`src/rtl/booth4_seq_mult_ctrl_if.sv`:
```
// Operand/result handshake bundle for booth4_seq_mult_ctrl.
// master: operand source + result consumer side. slave: the multiplier.
interface booth4_seq_mult_ctrl_if;
    logic        in_valid;
    logic        in_ready;
    logic [15:0] A;
    logic [15:0] B;
    logic        out_valid;
    logic        out_ready;
    logic [31:0] product;
    logic        busy;

    modport master (
        output in_valid, A, B, out_ready,
        input  in_ready, out_valid, product, busy
    );

    modport slave (
        input  in_valid, A, B, out_ready,
        output in_ready, out_valid, product, busy
    );
endinterface

```
`src/rtl/booth4_seq_mult_ctrl.sv`:
```
// Sequential radix-4 Booth multiplier, signed 16x16 -> 32.
// One Booth decoder and one 32-bit adder are reused over 8 steps; operands
// and result move over valid/ready handshakes.
// Optional feature macro: BOOTH4_EARLY_TERM_EN -- finish as soon as the
// remaining multiplier bits can only produce zero partial products.
module booth4_seq_mult_ctrl #(
    parameter int NSTEP = 8,
    parameter int CNT_W = 3
) (
    input  logic                  sys_clk,
    input  logic                  sys_rst,
    booth4_seq_mult_ctrl_if.slave bus
);

    typedef enum logic [1:0] {
        S_IDLE = 2'd0,
        S_CALC = 2'd1,
        S_DONE = 2'd2
    } state_t;

    state_t             r_state;
    state_t             w_state_next;

    logic [15:0]        r_a;
    logic [16:0]        r_inv_a;      // -A kept 17 bits wide so -(-32768) is exact
    logic [15:0]        r_b;
    logic [31:0]        r_acc;
    logic [CNT_W-1:0]   r_step_cnt;
    logic [31:0]        r_product;
    logic               r_out_valid;

    logic [16:0]        w_b_ext;      // {B, 1'b0}: bit k holds B[k-1], so B[-1]=0
    logic [4:0]         w_shamt;      // 2*step
    logic [2:0]         w_code;
    logic [17:0]        w_pp;
    logic [31:0]        w_addend;
    logic [31:0]        w_acc_sum;
    logic               w_last;
    logic               w_early;
    logic               w_finish;

    assign bus.in_ready  = (r_state == S_IDLE);
    assign bus.busy      = (r_state != S_IDLE);
    assign bus.out_valid = r_out_valid;
    assign bus.product   = r_product;

    assign w_b_ext  = {r_b, 1'b0};
    assign w_shamt  = {1'b0, r_step_cnt, 1'b0};
    assign w_code   = w_b_ext[w_shamt +: 3];
    assign w_last   = (r_step_cnt == CNT_W'(NSTEP - 1));

    // Booth recoding of the current 3-bit window into an 18-bit signed partial product
    always_comb begin
        w_pp = '0;
        case (w_code)
            3'b001, 3'b010: w_pp = {{2{r_a[15]}}, r_a};
            3'b011:         w_pp = {r_a[15], r_a, 1'b0};
            3'b100:         w_pp = {r_inv_a, 1'b0};
            3'b101, 3'b110: w_pp = {r_inv_a[16], r_inv_a};
            default:        w_pp = '0;
        endcase
    end

    assign w_addend  = {{14{w_pp[17]}}, w_pp} << w_shamt;
    assign w_acc_sum = r_acc + w_addend;

`ifdef BOOTH4_EARLY_TERM_EN
    // Remaining window bits B[15:2i-1] all equal -> every later code is 000/111
    logic signed [16:0] w_b_rem;
    assign w_b_rem = $signed(w_b_ext) >>> w_shamt;
    assign w_early = (w_b_rem == '0) || (&w_b_rem);
`else
    assign w_early = 1'b0;
`endif

    assign w_finish = w_early || w_last;

    // State register
    always_ff @(posedge sys_clk) begin
        if (sys_rst) begin
            r_state <= S_IDLE;
        end else begin
            r_state <= w_state_next;
        end
    end

    // Next-state logic: accept, step until finished, hold until result taken
    always_comb begin
        w_state_next = r_state;
        case (r_state)
            S_IDLE: if (bus.in_valid) w_state_next = S_CALC;
            S_CALC: if (w_finish)     w_state_next = S_DONE;
            S_DONE: if (bus.out_ready) w_state_next = S_IDLE;
            default:                  w_state_next = S_IDLE;
        endcase
    end

    // Datapath: latch operands, accumulate one Booth step per cycle, publish result
    always_ff @(posedge sys_clk) begin
        if (sys_rst) begin
            r_a         <= '0;
            r_inv_a     <= '0;
            r_b         <= '0;
            r_acc       <= '0;
            r_step_cnt  <= '0;
            r_product   <= '0;
            r_out_valid <= 1'b0;
        end else begin
            case (r_state)
                S_IDLE: begin
                    if (bus.in_valid) begin
                        r_a        <= bus.A;
                        r_inv_a    <= -{bus.A[15], bus.A};
                        r_b        <= bus.B;
                        r_acc      <= '0;
                        r_step_cnt <= '0;
                    end
                end
                S_CALC: begin
                    if (w_finish) begin
                        // On early exit this step's pp is zero, so skip the add
                        r_product   <= w_early ? r_acc : w_acc_sum;
                        r_acc       <= w_early ? r_acc : w_acc_sum;
                        r_out_valid <= 1'b1;
                    end else begin
                        r_acc      <= w_acc_sum;
                        r_step_cnt <= r_step_cnt + CNT_W'(1);
                    end
                end
                S_DONE: begin
                    if (bus.out_ready) begin
                        r_out_valid <= 1'b0;
                    end
                end
                default: r_out_valid <= 1'b0;
            endcase
        end
    end

endmodule

```
`src/flat_wrapper.sv`:
```
// flat-port wrapper written by rule: the top's interface ports become plain ports
module booth4_seq_mult_ctrl_flat 
#(
    parameter int NSTEP = 8,
    parameter int CNT_W = 3
)
  (sys_clk, sys_rst, bus_in_valid, bus_A, bus_B, bus_out_ready, bus_in_ready, bus_out_valid, bus_product, bus_busy);
  booth4_seq_mult_ctrl_if bus_i ();
  input  logic sys_clk;
  input  logic sys_rst;
  input wire logic [$bits(bus_i.in_valid)-1:0] bus_in_valid;
  input wire logic [$bits(bus_i.A)-1:0] bus_A;
  input wire logic [$bits(bus_i.B)-1:0] bus_B;
  input wire logic [$bits(bus_i.out_ready)-1:0] bus_out_ready;
  output wire logic [$bits(bus_i.in_ready)-1:0] bus_in_ready;
  output wire logic [$bits(bus_i.out_valid)-1:0] bus_out_valid;
  output wire logic [$bits(bus_i.product)-1:0] bus_product;
  output wire logic [$bits(bus_i.busy)-1:0] bus_busy;
  assign bus_i.in_valid = bus_in_valid;
  assign bus_i.A = bus_A;
  assign bus_i.B = bus_B;
  assign bus_i.out_ready = bus_out_ready;
  assign bus_in_ready = bus_i.in_ready;
  assign bus_out_valid = bus_i.out_valid;
  assign bus_product = bus_i.product;
  assign bus_busy = bus_i.busy;
  booth4_seq_mult_ctrl #(.NSTEP(NSTEP), .CNT_W(CNT_W)) u_core (.sys_clk(sys_clk), .sys_rst(sys_rst), .bus(bus_i));
endmodule
```
`config.mk`:
```
export PLATFORM = sky130hd
export DESIGN_NAME = booth4_seq_mult_ctrl_flat
export DESIGN_NICKNAME = d
export VERILOG_FILES = /design/src/rtl/booth4_seq_mult_ctrl_if.sv /design/src/rtl/booth4_seq_mult_ctrl.sv /design/src/flat_wrapper.sv
export SDC_FILE = /design/constraint.sdc
export NUM_CORES = 1
export LEC_CHECK = 0
export ABC_CLOCK_PERIOD_IN_PS = 6800
export CAP_MARGIN = 0
export CORE_UTILIZATION = 58
export DETAILED_ROUTE_END_ITERATION = 12
export PLACE_DENSITY_LB_ADDON = 0.12
export SLEW_MARGIN = 5
export SYNTH_ARGS = -nofsm -noshare
export SYNTH_HDL_FRONTEND = slang
export SYNTH_SLANG_ARGS = --single-unit
```
`constraint.sdc`:
```
create_clock -name sys_clk -period 6.8 [get_ports sys_clk]
set_input_delay 1.36 -clock sys_clk [delete_from_list [all_inputs] [get_ports sys_clk]]
set_output_delay 1.36 -clock sys_clk [all_outputs]
set_load 0.005 [all_outputs]
```
==> flow_results.org <==
** Outcome
- The flow ran to the end, and the final reports show no timing, DRC or antenna violations.

** Finish
- Most common library cell in the layout ignoring fill and taps :: sky130_fd_sc_hd__nand2_1
- Synth-to-Final Area Change :: 18.8%
- Share of final-layout standard cells stronger than drive strength 1 :: 8.29%
- Most frequent cells in the layout :: sky130_fd_sc_hd__nand2_1 (205), sky130_fd_sc_hd__dfxtp_1 (117), sky130_fd_sc_hd__a21oi_1 (109)
- The number of antenna diodes in the final layout is 0.
- Non-filler instance count after layout :: between 1000 and 1500
- Layout fillers :: roughly 1100
- The net count of the finished layout is 1071.
- Final std cell area, no fill :: 8990 um2

** Worst setup path
- Required time at the endpoint of the critical path :: 7.16 ns
- STA classifies the critical path endpoint as a register.
- Crit path arrival time :: 6.31 ns
- Along the worst path, the maximum fanout reaches 42.
- The largest single stage delay on the critical path is 0.89 ns.
- Setup slack, reg-to-reg :: 0.86 ns
- The worst setup path is launched from a register.
- Worst reg2reg endpoint :: u_core.bus.product[28]
- The startpoint identified for the worst register-to-register timing path is u_core.r_step_cnt[1].
- The worst setup path is of the register to register kind.
- In this design, the largest share of critical-path delay is due to compound AO/OA/AOI/OAI gates.
- Worst path bufs/invs :: 0
- The signal on the critical path passes through mux4_2, mux2_2, nand2_1, nand2_1, a222oi_1, a32oi_1, mux4_2, ha_1, a211oi_1, o21ai_0, nand4_1, nand3_1, o21ai_0, a311oi_1, nor4b_1, a211o_1.
- The worst register-to-register path has a depth of 16.
- Among all stages on the critical path, the largest delay is contributed by sky130_fd_sc_hd__dfxtp_2.

** Clock network
- In this run, post-CTS repair resized a total of 0 instances.
- The number of setup buffers added after CTS is 0.
- Clock-pin slew was measured on the worst setup and hold paths at ~0.050 ns.
- The longest clock path from root to sink contains 2 buffers.
- Buffers inserted during clock tree synthesis total 17.
- CTS placed an instance of sky130_fd_sc_hd__clkbuf_16 at the clock tree root.
- TritonCTS built the clock tree.
- Clock Latency Late Sink :: 0.42 ns
- The H-tree was split into 4 levels.
- Total number of clock tree sinks :: 118
- Hold buffer count at CTS :: 0

** STA
- Setup repair after global routing missed its margin :: false
- Worst max-slew margin expressed relative to the limit :: 33.8%
- Setup violations remaining at the end of the flow were counted as 0.
- Worst Clk Skew :: about 0.0066 ns
- Fraction of the cycle the final worst path needs :: just under 90%
- Crit path time final :: 5.94 ns
- Final setup TNS :: 0 ns
- The hold violation total from the final report was 0.
- Upper clock frequency limit :: 168 MHz
- The count of pins over their slew limit was 0.
- Transition at the pin with the smallest max-transition slack :: 0.992 ns

** Floorplanning
- Count of boundary I/O pins :: 71
- Die Outline Area :: 13500 um2
- From bottom edge to top edge, the die measures ~120 um.
- From left edge to right edge, the die measures 116 um.
- After floorplanning, the core was sized to cover ~13000 um2.
- The floorplan has 41 rows.
- Starting density of the core :: 59.7%

** Route
- Final routed wire length divided by cell count :: roughly 16 um
- The first routing iteration left roughly 650 violations.
- Number of nets with antenna violations after routing :: 0
- In the routed layout, each cell is associated on average with a via count of 6.12.
- The pre-antenna-repair detailed-routing pass consisted of 7 iterations.
- DRC violation count after routing :: 0
- Wires add up to 19100 um.
- Via count of the routed design :: 7250

** Synthesis
- Number of enable flip-flop cells after synthesis :: 0
- Counting every instance in the synthesized netlist gives approximately 960.
- Summing the sequential cell areas from Yosys gives a little under a third of the chip area.
- The cell area that synthesis handed to floorplanning was 7560 um2.
- Mapped Nets :: 1029
- Seq cells post-synth :: 118
- Library cells used by synthesis :: 74
- In this run the mean area of a mapped cell was ~7.9 um2.
- The most used flip-flop cell after synthesis is sky130_fd_sc_hd__dfxtp_1.
- Number of warnings issued by yosys :: 0
- Share of async-settable or async-resettable flops after synthesis :: 0%

** Pwr
- Part of the total power dissipated in combinational logic :: 12.7%
- Cell area power density :: 222 nW/um2
- Leakage :: between 3 and 4 nW
- Portion of total power attributed to the clock network :: 50.2%
- Registers are responsible for a little under two fifths of the overall power.
- Internal power contribution :: 0.00150 W
- The worst-case IR drop observed on VDD is ~0.18 mV.
- Of the total power, the share spent switching nets is approximately a quarter.
- For this design the total switching power over the nets is about 0.00050 W.

** Job
- Across the run, the number of max-cap violations was 0.

** Placed design
- After detailed placement, the design holds a cell count of about 1200.
- The wire-length estimate of the detail-placed layout is 13500 um.
- Post-detailed-placement cell area :: about 8300 um2
- Buffers placed on the I/O ports in this run total 70.
- At the end of routability-driven placement, the weighted congestion stood at between 0.9 and 1.

** Worst hold path
- The worst hold path terminates at u_core.bus.product[12].
- Worst hold start :: u_core.bus.product[12]
- Along the worst hold path, the cell count comes to 2.
- The min-delay analysis places its worst path in the category register to register.

** Global route
- The number of global-route vias before repair came to 6544.
- Entering global routing, the biggest net connects 63 pins.
- The first global-routing pass estimated 31900 um of wire.
- Antenna violations before repair :: 0
- Global routing used 30.2% of the available tracks across all layers.
- After global routing the overflow that remains totals 0.
kinds of logic after synthesis:
logic type | Yosys count | synth area share [%]
adders and majority gates | 35 | 5.89
AOI/OAI and AO/OA | 281 | 25.0
and+or+nand+nor | 374 | 21.6
muxes | 39 | 8.27
buffers and inverters | 78 | 4.24
xor gates and xnor gates | 33 | 3.82
DFF | 118 | 31.2
worst min-delay path, cell delays in order (launching register included):
cell	delay (ns)
sky130_fd_sc_hd__dfxtp_1	0.30
sky130_fd_sc_hd__nand2_1	0.05
sky130_fd_sc_hd__a21oi_1	0.05
worst max path at each step:
| stage | from | endpoint | slack, ns | depth (start not counted) |
|---|---|---|---|---|
| floorplan | u_core.r_step_cnt[1] | u_core.bus.product[28] | 1.90 | 18 |
| global placement | u_core.r_step_cnt[1] | u_core.bus.product[28] | 1.02 | 17 |
| detailed placement | u_core.r_step_cnt[1] | u_core.bus.product[28] | 0.94 | 17 |
| CTS | u_core.r_step_cnt[1] | u_core.bus.product[28] | 0.89 | 17 |
| global route | u_core.r_step_cnt[1] | u_core.bus.product[28] | 0.28 | 17 |
| finish | u_core.r_step_cnt[1] | u_core.bus.product[28] | 0.86 | 16 |
cell type report:
class	instances	area [um2]	area share, %
Multi-Input combinational cell	762	4880	54.3
Sequential cell	118	2360	26.3
Timing Repair Buffer	82	788	8.77
Clock buffer	21	470	5.24
Tap cell	172	215	2.39
Clock inverter	11	195	2.17
Inverter	19	71.3	0.794
flip-flops by register name, summed over array words and instances, names as in the netlist:
| signal | flops |
|---|---|
| u_core.r_acc | 32 |
| u_core.bus.out_valid | 1 |
| u_core.r_state | 2 |
| u_core.r_inv_a | 17 |
| u_core.r_b | 16 |
| u_core.r_step_cnt | 3 |
| u_core.bus.product | 32 |
| u_core.r_a | 15 |
synth_stat cells (all sizes together), types with 8 or more instances:
master,n,area [um2]
a211oi,14,110
xor2,8,70.1
nor2,69,259
mux4,17,383
xnor2,25,219
dfxtp,118,2360
a21o,12,90.1
clkbuf,47,176
a21oi,109,546
a22oi,22,165
nand3,20,100
ha,34,425
nor3,19,95.1
a31oi,9,56.3
nand2,205,769
and3,12,75.1
a22o,8,70.1
buf,12,72.6
o21ai,28,140
inv,19,71.3
nor4,8,50.1
mux2i,17,186
power groups by stage:
stage | clock [W] | sequential (W) | combinational (W)
3_5_place_dp | 0 | 0.000755 | 0.000249
6_report | 0.00100 | 0.000741 | 0.000253
5_1_grt | 0.00105 | 0.000744 | 0.000279
3_3_place_gp | 0 | 0.000755 | 0.000246
2_1_floorplan | 0 | 0.000744 | 0.000186
4_1_cts | 0.00102 | 0.000741 | 0.000251
metal layers:
| layer | vias up | share of wire, % | wire length, um | global-route usage [%] |
|---|---|---|---|---|
| li1 | 3583 | - | - | - |
| met1 | 3394 | 44 | 8430 | 39.0 |
| met2 | 228 | 47 | 8990 | 48.3 |
| met3 | 45 | 5.8 | 1120 | 7.16 |
| met4 | 0 | 2.8 | 527 | 13.2 |
| met5 | - | 0 | 0 | 0 |
stage by stage:
step | total power [W] | utilization, % | hold slack [ns] | worst slack, ns
2_1_floorplan | 0.000929 | - | 0.432 | 1.90
3_3_place_gp | 0.00100 | 65.7 | 0.442 | 1.02
3_5_place_dp | 0.00100 | 65.7 | 0.446 | 0.939
4_1_cts | 0.00201 | 70.9 | 0.453 | 0.889
5_1_grt | 0.00207 | 70.9 | 0.467 | 0.278
6_report | 0.00200 | 70.9 | 0.450 | 0.856
Power figures use the tool's default switching activity.
